File: src/rtl/branch_resolve_queue.sv
// Branch resolve queue: in-order FIFO of predicted conditional branches.
// Each entry keeps the predicted direction and the BHR snapshot used to
// index the PHT. Resolving the oldest entry produces a registered training
// strobe and, on a direction mismatch, a registered flush pulse with the
// corrected history. A mispredict squashes every younger entry.
module branch_resolve_queue #(
    parameter int N     = 4,
    parameter int DEPTH = 4
) (
    input  logic                       clk,
    input  logic                       reset,
    input  logic                       pred_valid,
    input  logic                       pred_taken,
    input  logic [N-1:0]               pred_bhr,
    output logic                       pred_ready,
    input  logic                       res_valid,
    input  logic                       res_taken,
    output logic                       res_ready,
    output logic                       upd_valid,
    output logic                       upd_taken,
    output logic [N-1:0]               upd_index,
    output logic                       mispredict,
    output logic [N-1:0]               recover_bhr,
    output logic [$clog2(DEPTH+1)-1:0] count
);

    localparam int PW = $clog2(DEPTH);
    localparam int CW = $clog2(DEPTH+1);
    localparam logic [CW-1:0] FULL_COUNT = CW'(DEPTH);

    logic          taken_mem_r [DEPTH];
    logic [N-1:0]  bhr_mem_r   [DEPTH];

    logic [PW-1:0] head_r;
    logic [PW-1:0] tail_r;
    logic [CW-1:0] count_r;

    logic [PW-1:0] head_nxt_s;
    logic [PW-1:0] tail_nxt_s;
    logic [CW-1:0] count_nxt_s;

    logic          enq_fire_s;
    logic          res_fire_s;
    logic          mis_s;
    logic          head_taken_s;
    logic [N-1:0]  head_bhr_s;

    logic          upd_valid_r;
    logic          upd_taken_r;
    logic [N-1:0]  upd_index_r;
    logic          mispredict_r;
    logic [N-1:0]  recover_bhr_r;

    // Handshakes come only from the registered occupancy, so a full queue
    // stays closed even when a resolve frees a slot in the same cycle.
    assign pred_ready   = (count_r != FULL_COUNT);
    assign res_ready    = (count_r != {CW{1'b0}});
    assign enq_fire_s   = pred_valid && pred_ready;
    assign res_fire_s   = res_valid && res_ready;
    assign head_taken_s = taken_mem_r[head_r];
    assign head_bhr_s   = bhr_mem_r[head_r];
    assign mis_s        = res_fire_s && (res_taken != head_taken_s);

    // Next pointer/occupancy: a mispredict empties the queue and drops any enqueue.
    always_comb begin
        head_nxt_s  = head_r;
        tail_nxt_s  = tail_r;
        count_nxt_s = count_r;
        if (mis_s) begin
            head_nxt_s  = {PW{1'b0}};
            tail_nxt_s  = {PW{1'b0}};
            count_nxt_s = {CW{1'b0}};
        end else begin
            if (enq_fire_s) begin
                tail_nxt_s = tail_r + PW'(1);
            end else begin
                tail_nxt_s = tail_r;
            end
            if (res_fire_s) begin
                head_nxt_s = head_r + PW'(1);
            end else begin
                head_nxt_s = head_r;
            end
            if (enq_fire_s && !res_fire_s) begin
                count_nxt_s = count_r + CW'(1);
            end else if (res_fire_s && !enq_fire_s) begin
                count_nxt_s = count_r - CW'(1);
            end else begin
                count_nxt_s = count_r;
            end
        end
    end

    // Pointer and occupancy registers.
    always_ff @(posedge clk) begin
        if (reset) begin
            head_r  <= {PW{1'b0}};
            tail_r  <= {PW{1'b0}};
            count_r <= {CW{1'b0}};
        end else begin
            head_r  <= head_nxt_s;
            tail_r  <= tail_nxt_s;
            count_r <= count_nxt_s;
        end
    end

    // Entry storage; contents are don't-care until written, so no reset.
    always_ff @(posedge clk) begin
        if (enq_fire_s && !mis_s && !reset) begin
            taken_mem_r[tail_r] <= pred_taken;
            bhr_mem_r[tail_r]   <= pred_bhr;
        end
    end

    // Registered training/redirect outputs; index and history hold between resolves.
    always_ff @(posedge clk) begin
        if (reset) begin
            upd_valid_r   <= 1'b0;
            upd_taken_r   <= 1'b0;
            upd_index_r   <= {N{1'b0}};
            mispredict_r  <= 1'b0;
            recover_bhr_r <= {N{1'b0}};
        end else begin
            upd_valid_r  <= res_fire_s;
            mispredict_r <= mis_s;
            if (res_fire_s) begin
                upd_taken_r   <= res_taken;
                upd_index_r   <= head_bhr_s;
                recover_bhr_r <= {head_bhr_s[N-2:0], res_taken};
            end
        end
    end

    assign upd_valid   = upd_valid_r;
    assign upd_taken   = upd_taken_r;
    assign upd_index   = upd_index_r;
    assign mispredict  = mispredict_r;
    assign recover_bhr = recover_bhr_r;
    assign count       = count_r;

endmodule

File: config.mk
export PLATFORM = sky130hd
export DESIGN_NAME = branch_resolve_queue
export DESIGN_NICKNAME = d
export VERILOG_FILES = /design/src/rtl/branch_resolve_queue.sv
export SDC_FILE = /design/constraint.sdc
export NUM_CORES = 1
export LEC_CHECK = 0
export BUFFER_PORTS_ARGS = -buffer_cell sky130_fd_sc_hd__clkbuf_2
export CORE_MARGIN = 3
export CORE_UTILIZATION = 54
export DETAILED_ROUTE_END_ITERATION = 8
export PLACE_DENSITY_LB_ADDON = 0.05
export SETUP_SLACK_MARGIN = 0.3
export SLEW_MARGIN = 20
export SYNTH_ARGS = -nofsm -noshare
export SYNTH_HDL_FRONTEND = slang
export SYNTH_SLANG_ARGS = --single-unit
File: constraint.sdc
create_clock -name clk -period 3.3 [get_ports clk]
set_input_delay 0.165 -clock clk [delete_from_list [all_inputs] [get_ports clk]]
set_output_delay 0.165 -clock clk [all_outputs]
set_load 0.01 [all_outputs]
==> metrics <==
initial antenna violation count 0; CTS tree yes; routed len/inst 14.3 um; Antenna diodes 0; Worst EP required 3.53 ns; Longest Clk Path Bufs 2; VDD IR max 433 uV; Yosys reg bits 36; unique cell type count in the Yosys netlist 26; DRC 0; fin crit period 2.54 ns; PostCTS Resize Cnt 0; Area Overhead vs Synth 10.4%; DRT Wirelength 2350 um; Arr. time, crit path 2.78 ns; DR vias/cell 5.22; grt total ovfl 0; Die ar. 3410 um^2; Rows 18; Psw 351 uW; CP Capture Type register; Die Ht 58.4 um; Worst Skew 0.00935 ns; CP max FO 11; Initial Utilization 58.2%; outcome completed; Placed Instances 156; # Max-Cap Violations 0; Gate power share 27.8%; Core Region 2540 um^2; CP Class register to register; clock power share 19.3%; Avg Inst Size Synth 13.6 um^2; Synth Warn # 0; Post-Syn Instances 109; I/O pin cnt 26; Worst Hold Class input port to register; Seq/Total Area, Yosys 62.2%; Port Buffers 25; Synth Cell Area 1480 um^2; worst-skew pair later-pin latency 0.33 ns; post-place instance area 1590 um^2; static leakage 0.666 nW; Multi-input gate area 487 um^2; Tcrit/Tclk final 77.0%; Int Pwr 763 uW; pin slew with the least headroom to its limit 0.584 ns; Nets 149; RSZ-0062 raised after global routing no; first-pass GRT wire length 4010 um; number of global-route vias before repair 890; Main synth FF type edfxtp_1; Pins Over Slew Limit 0; fraction of registers with async set/reset 0%; sw frac 31.5%; total area of sequential cells 921 um^2; Final ANT Viol Nets 0; chip width 58.4 um; syn nets 125; Setup-failing EPs final 0; CTS Hold Buffers Added 0; Placer Congestion 0.837; Post-Route Utilization 64.2%; largest net degree at the start of global routing 12; Peak Freq 393 MHz; Reg clk slew, reported paths 0.10 ns; startpoint types register; TNS Setup 0 ns; total design power 1.11 mW; Final Instance Area 1630 um^2; slew margin rel. 61.0%; post-CTS setup repair buffer count 0; clk sinks 36; final-report hold violation count 0; DP Wirelength 1700 um; power per standard cell area 681 nW/um^2; total track usage 16.4%; 1st-iter DRT viols 26; clock root buffer clkbuf_4; power share of the sequential group 52.9%; share of layout cells above drive strength 1 24.6%; filler instances 191; Non-Filler Instances 164; H-tree depth 2; Num CTS Buffers 5; Pre-Repair DR Iteration Count 4; Post-synth EDFFs 20; Vias 856
synthesized netlist by cell type, types with 2 or more instances:
cell,number,share of area (%)
edfxtp_1,20,41
dfxtp_1,16,22
nand2_1,13,3.3
a21oi_1,9,3.0
nor2_1,8,2.0
buf_4,5,2.5
ha_1,5,4.2
and3_1,4,1.7
inv_1,4,1.0
mux4_1,4,7.1
xor2_1,3,1.8
mux2i_1,2,1.4
or3_1,2,0.85
xnor2_1,2,1.2
cells by family (layout without fill, tap and decap cells):
group / count (synthesis) / in the layout / synth area share [%]
AO/OA/AOI/OAI: 12 / 12 / 4.65
XOR/XNOR: 5 / 5 / 2.96
adder cells (fa/ha/maj): 6 / 6 / 5.58
buffers and inverters: 12 / 37 / 4.90
flip-flops: 36 / 36 / 62.2
multiplexers: 7 / 7 / 9.97
AND/OR/NAND/NOR: 31 / 31 / 9.72
critical path, stage by stage, from the launching register on:
cell and delay, ns:
dfxtp_1 0.38, or3_1 0.39, and2_1 0.25, inv_1 0.28
ha_1 0.26, inv_1 0.06, fa_1 0.38, xor2_1 0.15
nor2_1 0.12, xnor2_1 0.13, nor2_1 0.05
worst paths after layout:
path	startpoint	end	slack (ns)	cells past startpoint
worst max-delay path	count[0]$_SDFFE_PP0P_	count[2]$_SDFFE_PP0P_	0.76	10
worst max register to register	count[0]$_SDFFE_PP0P_	count[2]$_SDFFE_PP0P_	0.76	10
worst min-delay path	pred_bhr[3]	bhr_mem_r[2][3]$_DFFE_PP_	0.05	1
worst min register to register	upd_index[3]$_SDFFE_PP0P_	upd_index[3]$_SDFFE_PP0P_	0.46	2
power by group through the flow:
stage | clock network, mW | logic (mW) | registers [mW]
2_1_floorplan | 0 | 0.235 | 0.601
3_3_place_gp | 0 | 0.306 | 0.596
3_5_place_dp | 0 | 0.311 | 0.601
4_1_cts | 0.223 | 0.314 | 0.590
5_1_grt | 0.248 | 0.355 | 0.600
6_report | 0.215 | 0.310 | 0.589
placed cells by master (no fill, tap or decap):
| master | instances |
|---|---|
| dfxtp_1 | 16 |
| and2_2 | 1 |
| mux4_2 | 1 |
| a21o_2 | 1 |
| edfxtp_1 | 20 |
| fa_1 | 1 |
| inv_1 | 4 |
| clkbuf_2 | 25 |
| nor2_1 | 8 |
| ha_1 | 5 |
| xor2_1 | 3 |
| clkbuf_4 | 5 |
| nand2_1 | 13 |
| a21boi_1 | 1 |
| o21bai_1 | 1 |
| clkbuf_1 | 2 |
| mux2i_1 | 2 |
| and2_1 | 1 |
| xnor2_1 | 2 |
| clkinv_1 | 1 |
| a21oi_1 | 9 |
| nor3b_1 | 1 |
| mux4_1 | 4 |
| and3_1 | 4 |
| or3_1 | 2 |
| nor2b_1 | 1 |
flip-flops by register name, summed over array words and instances, names as in the netlist, named ones only:
register and flops:
bhr_mem_r 16, count 3, upd_index 4, tail_r 2, recover_bhr 1, mispredict 1
taken_mem_r 4, upd_valid 1, head_r 2
metrics by stage:
stage	hold slack (ns)	worst slack (ns)
2_1_floorplan	0.264	0.861
3_3_place_gp	0.380	0.849
3_5_place_dp	0.389	0.764
4_1_cts	0.0325	0.743
5_1_grt	0.0313	0.577
6_report	0.0470	0.758
routing by layer:
metal	track usage (%)	share of wire, %	up-vias
met3	6.58	5.4	0
met5	0	0	-
li1	-	-	430
met4	4.97	0	0
met2	27.4	51	22
met1	19.4	44	404
cell type report:
class,count,area share [%]
Clock buffer,7,2.76
Clock inverter,1,0.230
Inverter,4,0.919
Multi-Input combinational cell,61,29.8
Sequential cell,36,56.4
Tap cell,30,2.30
Timing Repair Buffer,25,7.66
Note: power is estimated with default switching activity, not from simulation.
